File: src/rtl/button_event_gen_if.sv
`default_nettype none
// ============================================================================
// Module      : button_event_gen_if
// Description : Bundle between the debounced button levels / controller
//               acknowledge (master side) and the button event generator
//               (slave side), together with the events it produces.
// Revision    : 1.0 - initial release
// ============================================================================
interface button_event_gen_if;
    logic reset_db_in;
    logic walkRequest_db_in;
    logic reprogram_db_in;
    logic walk_ack;
    logic reset_pulse;
    logic walk_pending;
    logic reprogram_short;
    logic reprogram_long;

    // Debouncer + controller FSM side: supplies levels and ack, consumes events
    modport master (
        output reset_db_in,
        output walkRequest_db_in,
        output reprogram_db_in,
        output walk_ack,
        input  reset_pulse,
        input  walk_pending,
        input  reprogram_short,
        input  reprogram_long
    );

    // Event generator side
    modport slave (
        input  reset_db_in,
        input  walkRequest_db_in,
        input  reprogram_db_in,
        input  walk_ack,
        output reset_pulse,
        output walk_pending,
        output reprogram_short,
        output reprogram_long
    );
endinterface
`default_nettype wire

File: src/rtl/button_event_gen.sv
`default_nettype none
// ============================================================================
// Module      : button_event_gen
// Description : Turns debounced button levels into controller events:
//               reset press pulse, latched walk request cleared by ack,
//               and short/long press classification of the reprogram button.
// Revision    : 1.0 - initial release
// ============================================================================
module button_event_gen #(
    parameter int HOLD_CYCLES = 100,
    parameter int CNT_W       = 27
) (
    input  wire logic          clk,
    input  wire logic          sys_reset,
    button_event_gen_if.slave  bus
);

    localparam logic [1:0] c_st_idle  = 2'd0;
    localparam logic [1:0] c_st_press = 2'd1;
    localparam logic [1:0] c_st_long  = 2'd2;

    localparam logic [CNT_W-1:0] c_cnt_last = CNT_W'(HOLD_CYCLES - 1);
    localparam logic [CNT_W-1:0] c_cnt_one  = CNT_W'(1);
    localparam logic [CNT_W-1:0] c_cnt_zero = '0;

    logic             r_prev_reset;
    logic             r_prev_walk;
    logic             r_prev_reprog;
    logic             r_reset_pulse;
    logic             r_walk_pending;
    logic             r_reprog_short;
    logic             r_reprog_long;
    logic [1:0]       r_state;
    logic [CNT_W-1:0] r_cnt;

    logic             w_reset_rise;
    logic             w_walk_rise;
    logic             w_reprog_rise;
    logic [1:0]       w_state_nxt;
    logic [CNT_W-1:0] w_cnt_nxt;
    logic             w_short_nxt;
    logic             w_long_nxt;

    assign w_reset_rise  = bus.reset_db_in       & ~r_prev_reset;
    assign w_walk_rise   = bus.walkRequest_db_in & ~r_prev_walk;
    assign w_reprog_rise = bus.reprogram_db_in   & ~r_prev_reprog;

    // Previous-level capture; loads 1 in reset so a button held through reset
    // does not look like a fresh press afterwards.
    always_ff @(posedge clk) begin
        if (!sys_reset) begin
            r_prev_reset  <= 1'b1;
            r_prev_walk   <= 1'b1;
            r_prev_reprog <= 1'b1;
        end else begin
            r_prev_reset  <= bus.reset_db_in;
            r_prev_walk   <= bus.walkRequest_db_in;
            r_prev_reprog <= bus.reprogram_db_in;
        end
    end

    // Reset-button pulse and walk latch (reset event > new walk > ack).
    always_ff @(posedge clk) begin
        if (!sys_reset) begin
            r_reset_pulse  <= 1'b0;
            r_walk_pending <= 1'b0;
        end else begin
            r_reset_pulse <= w_reset_rise;
            if (w_reset_rise) begin
                r_walk_pending <= 1'b0;
            end else if (w_walk_rise) begin
                r_walk_pending <= 1'b1;
            end else if (bus.walk_ack && r_walk_pending) begin
                r_walk_pending <= 1'b0;
            end
        end
    end

    // Reprogram FSM next state, hold count and press-classification pulses.
    always_comb begin
        w_state_nxt = r_state;
        w_cnt_nxt   = r_cnt;
        w_short_nxt = 1'b0;
        w_long_nxt  = 1'b0;
        case (r_state)
            c_st_idle: begin
                if (w_reprog_rise) begin
                    w_state_nxt = c_st_press;
                    w_cnt_nxt   = c_cnt_one;
                end
            end
            c_st_press: begin
                if (w_reset_rise) begin
                    // Press abandoned silently by a reset-button event
                    w_state_nxt = c_st_idle;
                    w_cnt_nxt   = c_cnt_zero;
                end else if (!bus.reprogram_db_in) begin
                    w_short_nxt = 1'b1;
                    w_state_nxt = c_st_idle;
                    w_cnt_nxt   = c_cnt_zero;
                end else if (r_cnt == c_cnt_last) begin
                    // Count parks at its last value; no wrap while in LONG
                    w_long_nxt  = 1'b1;
                    w_state_nxt = c_st_long;
                end else begin
                    w_cnt_nxt = r_cnt + c_cnt_one;
                end
            end
            c_st_long: begin
                if (w_reset_rise || !bus.reprogram_db_in) begin
                    w_state_nxt = c_st_idle;
                    w_cnt_nxt   = c_cnt_zero;
                end
            end
            default: begin
                w_state_nxt = c_st_idle;
                w_cnt_nxt   = c_cnt_zero;
            end
        endcase
    end

    // Reprogram FSM state register.
    always_ff @(posedge clk) begin
        if (!sys_reset) begin
            r_state        <= c_st_idle;
            r_cnt          <= c_cnt_zero;
            r_reprog_short <= 1'b0;
            r_reprog_long  <= 1'b0;
        end else begin
            r_state        <= w_state_nxt;
            r_cnt          <= w_cnt_nxt;
            r_reprog_short <= w_short_nxt;
            r_reprog_long  <= w_long_nxt;
        end
    end

    assign bus.reset_pulse     = r_reset_pulse;
    assign bus.walk_pending    = r_walk_pending;
    assign bus.reprogram_short = r_reprog_short;
    assign bus.reprogram_long  = r_reprog_long;

endmodule
`default_nettype wire

File: src/flat_wrapper.sv
// flat-port wrapper written by rule: the top's interface ports become plain ports
module button_event_gen_flat 
#(
    parameter int HOLD_CYCLES = 100,
    parameter int CNT_W       = 27
)
  (clk, sys_reset, bus_reset_db_in, bus_walkRequest_db_in, bus_reprogram_db_in, bus_walk_ack, bus_reset_pulse, bus_walk_pending, bus_reprogram_short, bus_reprogram_long);
  button_event_gen_if bus_i ();
  input  wire logic clk;
  input  wire logic sys_reset;
  input wire logic [$bits(bus_i.reset_db_in)-1:0] bus_reset_db_in;
  input wire logic [$bits(bus_i.walkRequest_db_in)-1:0] bus_walkRequest_db_in;
  input wire logic [$bits(bus_i.reprogram_db_in)-1:0] bus_reprogram_db_in;
  input wire logic [$bits(bus_i.walk_ack)-1:0] bus_walk_ack;
  output wire logic [$bits(bus_i.reset_pulse)-1:0] bus_reset_pulse;
  output wire logic [$bits(bus_i.walk_pending)-1:0] bus_walk_pending;
  output wire logic [$bits(bus_i.reprogram_short)-1:0] bus_reprogram_short;
  output wire logic [$bits(bus_i.reprogram_long)-1:0] bus_reprogram_long;
  assign bus_i.reset_db_in = bus_reset_db_in;
  assign bus_i.walkRequest_db_in = bus_walkRequest_db_in;
  assign bus_i.reprogram_db_in = bus_reprogram_db_in;
  assign bus_i.walk_ack = bus_walk_ack;
  assign bus_reset_pulse = bus_i.reset_pulse;
  assign bus_walk_pending = bus_i.walk_pending;
  assign bus_reprogram_short = bus_i.reprogram_short;
  assign bus_reprogram_long = bus_i.reprogram_long;
  button_event_gen #(.HOLD_CYCLES(HOLD_CYCLES), .CNT_W(CNT_W)) u_core (.clk(clk), .sys_reset(sys_reset), .bus(bus_i));
endmodule
File: config.mk
export PLATFORM = sky130hd
export DESIGN_NAME = button_event_gen_flat
export DESIGN_NICKNAME = d
export VERILOG_FILES = /design/src/rtl/button_event_gen_if.sv /design/src/rtl/button_event_gen.sv /design/src/flat_wrapper.sv
export SDC_FILE = /design/constraint.sdc
export NUM_CORES = 1
export LEC_CHECK = 0
export CAP_MARGIN = 5
export CORE_AREA = 3 3 66 62
export CTS_CLUSTER_DIAMETER = 50
export CTS_CLUSTER_SIZE = 28
export DETAILED_ROUTE_END_ITERATION = 8
export DIE_AREA = 0 0 69 65
export PLACE_DENSITY = 0.76
export SKIP_CTS_REPAIR_TIMING = 1
export SLEW_MARGIN = 20
export SYNTH_ARGS = -nofsm -noshare
export SYNTH_HDL_FRONTEND = slang
export SYNTH_SLANG_ARGS = --single-unit
File: constraint.sdc
create_clock -name clk -period 2.9 [get_ports clk]
set_input_delay 0.29 -clock clk [delete_from_list [all_inputs] [get_ports clk]]
set_output_delay 0.29 -clock clk [all_outputs]
set_load 0.1 [all_outputs]
==> results of run 1 <==
==> synth_stat cells (2+ instances only) <==
library cell | n | area [µm²]
dfxtp_1 | 36 | 720.7
nand2_1 | 20 | 75.07
a21oi_1 | 19 | 95.09
nor2_1 | 18 | 67.56
o21ai_0 | 17 | 85.08
or3_1 | 12 | 75.07
nand3_1 | 11 | 55.05
inv_1 | 10 | 37.54
xnor2_1 | 8 | 70.07
a2111oi_0 | 6 | 52.55
clkbuf_1 | 6 | 22.52
nor4_1 | 6 | 37.54
nor3_1 | 4 | 20.02
a211oi_1 | 3 | 22.52
nand2b_1 | 3 | 18.77
nand4_1 | 3 | 18.77
a2111o_1 | 2 | 22.52
and3_2 | 2 | 15.01
nand3b_1 | 2 | 15.01
nor4b_1 | 2 | 17.52
==> worst reg2reg max path, delay by kind of cell, from the launching register on <==
family / cells / cell delay, ns
compound gates: 2 / 0.67
flops: 1 / 0.42
simple gates: 3 / 0.85
fa+ha+maj: 1 / 0.27
==> through the flow <==
stage | std cells | area, µm² | hold slack, ns | power, mW | util
after CTS | 271 | 1952 | 0.4917 | 0.9367 | 0.5735
after global placement | 263 | 1862 | 0.4789 | 0.5733 | 0.5471
after detailed placement | 263 | 1862 | 0.4821 | 0.5741 | 0.5471
final | 271 | 1952 | 0.4973 | 0.9276 | 0.5735
after global routing | 271 | 1952 | 0.5327 | 0.9605 | 0.5735
after floorplan | 211 | 1709 | 0.3676 | 0.5511 | -
==> cell type report <==
type,instances,area share
inverter,11,0.02115
clock buffer,8,0.04615
tap,44,0.02821
timing repair buffer,15,0.06410
sequential,36,0.3692
multi-input combinational,157,0.4712
==> flip-flops by register name, summed over array words and instances, names as in the netlist <==
register                    cells
u_core.r_cnt                   27
u_core.r_state                  2
u_core.bus.reprogram_long       1
u_core.bus.reprogram_short      1
u_core.bus.reset_pulse          1
u_core.bus.walk_pending         1
u_core.r_prev_reprog            1
u_core.r_prev_reset             1
u_core.r_prev_walk              1
==> layer usage <==
| metal | global-route usage | share of wire | vias to the layer above |
|---|---|---|---|
| met5 | 0 | 0 | - |
| met3 | 0.04186 | 0.031 | 6 |
| met2 | 0.2345 | 0.42 | 21 |
| li1 | - | - | 797 |
| met1 | 0.2445 | 0.53 | 736 |
| met4 | 0.06585 | 0.014 | 0 |
==> power groups by stage <==
| stage | clock network, mW | logic, mW | registers [mW] |
|---|---|---|---|
| floorplan | 0 | 0.0291 | 0.522 |
| global placement | 0 | 0.0582 | 0.515 |
| detailed placement | 0 | 0.0586 | 0.516 |
| CTS | 0.374 | 0.0586 | 0.504 |
| global route | 0.392 | 0.0644 | 0.504 |
| finish | 0.364 | 0.0589 | 0.504 |
==> worst min path at each step <==
stage	start	endpoint	slack, ns	cells past startpoint
detailed placement	u_core.r_cnt[26]$_SDFFE_PN0P_	u_core.r_cnt[26]$_SDFFE_PN0P_	0.48	2
global placement	u_core.r_cnt[26]$_SDFFE_PN0P_	u_core.r_cnt[26]$_SDFFE_PN0P_	0.48	2
global route	u_core.r_cnt[5]$_SDFFE_PN0P_	u_core.r_cnt[5]$_SDFFE_PN0P_	0.53	1
CTS	u_core.r_cnt[26]$_SDFFE_PN0P_	u_core.r_cnt[26]$_SDFFE_PN0P_	0.49	2
floorplan	bus_reprogram_db_in	u_core.bus.reprogram_short$_SDFF_PP0_	0.37	1
finish	u_core.r_cnt[26]$_SDFFE_PN0P_	u_core.r_cnt[26]$_SDFFE_PN0P_	0.50	2
==> kinds of logic after synthesis <==
kind of cell	Yosys count	share of synthesized area
multiplexers	1	0.005857
AND/OR/NAND/NOR	92	0.2870
buffers and inverters	18	0.04026
AO/OA/AOI/OAI	55	0.1969
flip-flops	36	0.4217
XOR/XNOR	8	0.04100
adder cells (fa/ha/maj)	1	0.007319
==> flow_metrics.py, run 1 <==
metrics = {
    "synth": {
        "netlist_area_um2": 1709,
        "syn-num-nets": 218,
        "syn-instance-count": 211,
        "ys_seq_area_frac": 0.4217,
        "synth_edf_count": 0,
        "yosys_register_bits": 36,
        "synth.avg_cell_area_um2": 8.100,
        "ys.flop_type": "dfxtp_1",
        "synth_unique_cells": 41,
        "synth_warnings": 0,
        "share_of_flip_flops_with_an_asynchronous_set_or_reset_after_synthesis": 0,
    },
    "clocking": {
        "clk_root_buffer_cell": "clkbuf_8",
        "clkLatencyLatePin_ns": 0.28,
        "ctsHtreeMaxLevel": 2,
        "clock_buffers_created_by_tritoncts": 5,
        "clockBufferDepth": 2,
        "worst_setup_hold_path_clk_slew_ns": 0.07,
        "clkSinkCount": 36,
        "tritoncts": "done",
    },
    "layout": {
        "multi_input_comb_area_um2": 919.6,
        "leading_cell_types_in_the_layout_fill_and_taps_excluded": "dfxtp_1 (36), nand2_1 (20), a21oi_1 (19), nor2_1 (18), o21ai_0 (16)",
        "layout.cells.most_common": "dfxtp_1",
        "final_nets": 233,
        "fraction_of_final_layout_cells_with_drive_strength_greater_than_1": 0.09692,
        "seqCellArea_um2": 720.7,
        "n_fill_cell": 325,
        "layout-area-overhead-vs-synth_pct": 14.20,
        "antenna_cells_inserted": 0,
    },
    "floorplanning": {
        "die-area_um2": 4485,
        "dieHeight_um": 65,
        "die_width_um": 69,
        "pin_count": 10,
        "floorplan.initialDensity": 0.5022,
        "placementRows": 20,
        "floorplan.core_area_um2": 3403,
    },
    "setup_path": {
        "critical_path.slowest_cell": "a2111o_1",
        "worst-path-max-fanout": 9,
        "timing.critical_path.depth": 6,
        "regToRegStartpoint": "u_core.r_cnt[0]$_SDFFE_PN0P_",
        "r2r_slack_ns": 0.63,
        "reg2reg_to": "u_core.r_cnt[26]$_SDFFE_PN0P_",
        "cpPeakStageDelay_ns": 0.53,
        "startpoint_type": "flip-flop",
        "timing.setup.critical_path_class": "reg -> reg",
        "endpoint_required_time_on_the_critical_path_ns": 3.12,
        "reg2regPathDepth": 6,
        "cp_cell_sequence": "ha_1, and3_2, nand3_1, a2111o_1, or3_1, a21oi_1",
        "crit_path_end_kind": "flip-flop",
        "worstSetupEndpoint": "u_core.r_cnt[26]$_SDFFE_PN0P_",
        "path_delay_family": "simple AND/OR/NAND/NOR gates",
        "critical_path_buf_inv_count": 0,
        "worstSetupStartpoint": "u_core.r_cnt[0]$_SDFFE_PN0P_",
        "critPathArrivalTime_ns": 2.49,
    },
    "sta": {
        "timing.final.ws_setup_ns": 0.6285,
        "setup_viol": 0,
        "final.setup.tns_ns": 0,
        "timing.slew.headroom": 0.4717,
        "grt_setup_unrepaired": "false",
        "layout_worst_path_cycle_share": 0.7833,
        "finalCriticalPeriod_ns": 2.271,
        "hold_viol_final": 0,
        "slew_violations": 0,
        "skew_ns": 0.006086,
        "max_slew.worst_pin.slew_ns": 0.7872,
        "max_freq_mhz": 440.2,
    },
    "global_routing": {
        "antenna_violations_before_repair": 0,
        "grt_pass1_vias": 1280,
        "grt_use_total": 0.1679,
        "grt_first_pass_wirelength_um": 6106,
        "grt_start_max_net_pins": 21,
        "grt_remaining_overflow": 0,
    },
    "run": {
        "count_of_max_cap_constraint_violations": 0,
    },
    "pwr": {
        "netSwitchingPower_uw": 213.4,
        "combPwrFrac": 0.064,
        "power.share.switching": 0.2300,
        "seqPwrFrac": 0.544,
        "leakage_nw": 0.6078,
        "cellInternalPower_uw": 714.2,
        "power_frac_clock": 0.393,
        "power_per_cell_area_nw_per_um2": 475.2,
        "max-vdd-ir-drop_v": 0.0003315,
    },
    "hold_path": {
        "hold_path_class": "reg -> reg",
    },
    "outcome": {
        "run_status": "completed",
    },
    "route": {
        "vias": 1560,
        "final_routed_wirelength_across_all_metal_layers_um": 3652,
        "first_iteration_detailed_routing_drc_count": 153,
        "detail_route.wl_per_cell_um": 13.48,
        "detail_route.drc_violations": 0,
        "first_pass_iters": 4,
        "detail-route-antenna-nets": 0,
        "vias_per_cell": 5.756,
    },
    "placement": {
        "placement.io_buffers": 9,
        "pre_cts_ws_ns": 0.4937,
        "gp_congestion": 0.7872,
        "dp_hpwl_um": 2558,
    },
}
Power figures use the tool's default switching activity.
==> run 2, diff against run 1 <==
Clock period 2.9 ns to 2.3 ns, I/O delays scaled along.
==> run 2 against run 1 <==
  * Count of clock-buffer cells in the layout is 2 lower
  * Highest routed layer unchanged
  * Register-to-register slack worse by 0.39 ns
  * Maximum frequency is 10% higher
  * Largest power group unchanged
  * First-iteration DRC count is 32% lower
  * Die area stayed put
==> flow_metrics.py, run 2 (same netlist as run 1, synthesis figures left out) <==
metrics = {
    "layout": {
        "fraction_of_final_layout_cells_with_drive_strength_greater_than_1": 0.1169,
        "largest_reg_flops": 27,
        "layout-area-overhead-vs-synth_pct": 15.67,
        "antenna_cells_inserted": 0,
        "leading_cell_types_in_the_layout_fill_and_taps_excluded": "dfxtp_1 (36), nand2_1 (20), a21oi_1 (19), nor2_1 (18), o21ai_0 (16)",
        "layout.core_utilization": 0.5809,
        "biggestRegsByFlops": "u_core.r_cnt: 27 flops, u_core.r_state: 2 flops",
        "register_bank_with_the_most_flops": "u_core.r_cnt",
        "layout.cells.most_common": "dfxtp_1",
        "final_nets": 238,
        "stdcell_count": 275,
    },
    "setup_path": {
        "r2r_slack_ns": 0.24,
        "critPathArrivalTime_ns": 2.24,
        "crit_path_end_kind": "flip-flop",
        "worst-path-max-fanout": 5,
        "timing.setup.critical_path_class": "reg -> reg",
        "startpoint_type": "flip-flop",
        "endpoint_required_time_on_the_critical_path_ns": 2.47,
        "regToRegStartpoint": "u_core.r_cnt[0]$_SDFFE_PN0P_",
        "reg2reg_to": "u_core.r_cnt[18]$_SDFFE_PN0P_",
        "reg2regPathDepth": 7,
    },
    "clocking": {
        "clkLatencyLatePin_ns": 0.28,
        "clockBufferDepth": 2,
        "clkSinkCount": 36,
        "clk_root_buffer_cell": "clkbuf_8",
        "ctsHtreeMaxLevel": 2,
        "clock_buffers_created_by_tritoncts": 5,
        "tritoncts": "done",
        "worst_setup_hold_path_clk_slew_ns": 0.07,
    },
    "route": {
        "detail_route.drc_violations": 0,
        "detail-route-antenna-nets": 0,
        "first_pass_iters": 4,
        "final_routed_wirelength_across_all_metal_layers_um": 3609,
        "first_iteration_detailed_routing_drc_count": 104,
        "detail_route.wl_per_cell_um": 13.12,
        "vias": 1560,
        "vias_per_cell": 5.673,
    },
    "pwr": {
        "total_power_mw": 1.132,
        "power.share.switching": 0.2356,
        "power_frac_clock": 0.370,
        "max-vdd-ir-drop_v": 0.0003774,
        "netSwitchingPower_uw": 266.8,
        "cellInternalPower_uw": 865.7,
        "seqPwrFrac": 0.561,
        "power_per_cell_area_nw_per_um2": 572.9,
        "leakage_nw": 0.6262,
        "combPwrFrac": 0.069,
    },
    "sta": {
        "setup_viol": 0,
        "max_freq_mhz": 485.1,
        "hold_viol_final": 0,
        "timing.slew.headroom": 0.6168,
        "max_slew.worst_pin.slew_ns": 0.5604,
        "skew_ns": 0.007879,
        "grt_setup_unrepaired": "false",
        "timing.final.ws_setup_ns": 0.2386,
        "finalCriticalPeriod_ns": 2.061,
        "final.setup.tns_ns": 0,
        "layout_worst_path_cycle_share": 0.8963,
        "slew_violations": 0,
    },
    "floorplanning": {
        "die-area_um2": 4485,
        "dieHeight_um": 65,
        "die_width_um": 69,
        "pin_count": 10,
        "floorplan.initialDensity": 0.5022,
        "placementRows": 20,
        "floorplan.core_area_um2": 3403,
    },
    "outcome": {
        "run_status": "completed",
    },
    "placement": {
        "placement.io_buffers": 9,
        "dp_hpwl_um": 2633,
        "pre_cts_ws_ns": 0.07773,
        "post-place-cells": 268,
        "gp_congestion": 0.7895,
    },
    "global_routing": {
        "grt_use_total": 0.1736,
        "grt_first_pass_wirelength_um": 6348,
        "grt_pass1_vias": 1382,
        "grt_start_max_net_pins": 15,
        "grt_remaining_overflow": 0,
        "antenna_violations_before_repair": 0,
    },
    "hold_path": {
        "hold_critical_path_depth": 2,
        "hold_path.startpoint": "u_core.r_cnt[26]$_SDFFE_PN0P_",
        "hold_path_class": "reg -> reg",
        "timing.hold.worst_endpoint": "u_core.r_cnt[26]$_SDFFE_PN0P_",
    },
    "run": {
        "count_of_max_cap_constraint_violations": 0,
    },
}
run 2: area by class of cell:
cell class / count / area (µm²)
Timing Repair Buffer: 20 / 162.7
Tap cell: 44 / 55.05
Multi-Input combinational cell: 157 / 919.6
Clock inverter: 1 / 5.005
Inverter: 11 / 41.29
Sequential cell: 36 / 720.7
Fill cell: 336 / 1426
Clock buffer: 6 / 72.57
run 2: power groups by stage:
stage | clock network [mW] | logic (mW) | registers [mW]
3_3_place_gp | 0 | 0.0774 | 0.649
4_1_cts | 0.427 | 0.0784 | 0.635
6_report | 0.419 | 0.0785 | 0.635
2_1_floorplan | 0 | 0.0367 | 0.658
3_5_place_dp | 0 | 0.0784 | 0.650
5_1_grt | 0.446 | 0.0864 | 0.636
run 2: worst max path at each step:
stage	start	end	slack, ns	cells past startpoint
after floorplan	u_core.r_cnt[0]$_SDFFE_PN0P_	u_core.r_cnt[24]$_SDFFE_PN0P_	0.41	6
after global placement	bus_reprogram_db_in	u_core.r_cnt[23]$_SDFFE_PN0P_	0.14	6
after detailed placement	bus_reprogram_db_in	u_core.r_cnt[23]$_SDFFE_PN0P_	0.08	6
after CTS	u_core.r_cnt[0]$_SDFFE_PN0P_	u_core.r_cnt[18]$_SDFFE_PN0P_	0.24	7
after global routing	u_core.r_cnt[0]$_SDFFE_PN0P_	u_core.r_cnt[18]$_SDFFE_PN0P_	0.07	7
final	u_core.r_cnt[0]$_SDFFE_PN0P_	u_core.r_cnt[18]$_SDFFE_PN0P_	0.24	7
run 2: worst max-delay path, stage by stage, from the launching register on:
cell	delay, ns
dfxtp_1	0.40
ha_1	0.27
nand3_1	0.13
or3_1	0.37
a2111oi_0	0.42
buf_4	0.20
xnor2_1	0.11
nor2_1	0.05
run 2: routing by layer:
layer,track usage,up-vias,part of all wire
li1,-,807,-
met1,0.2524,728,0.53
met2,0.2488,23,0.42
met3,0.04186,2,0.042
met4,0.05854,0,0.0047
met5,0,-,0
run 2: per-stage QoR:
stage          hold WS [ns]  area [µm²]
6_report             0.4937        1977
5_1_grt              0.5442        1977
4_1_cts              0.4887        1977
3_5_place_dp         0.4777        1899
3_3_place_gp         0.4729        1899
2_1_floorplan        0.3076        1709
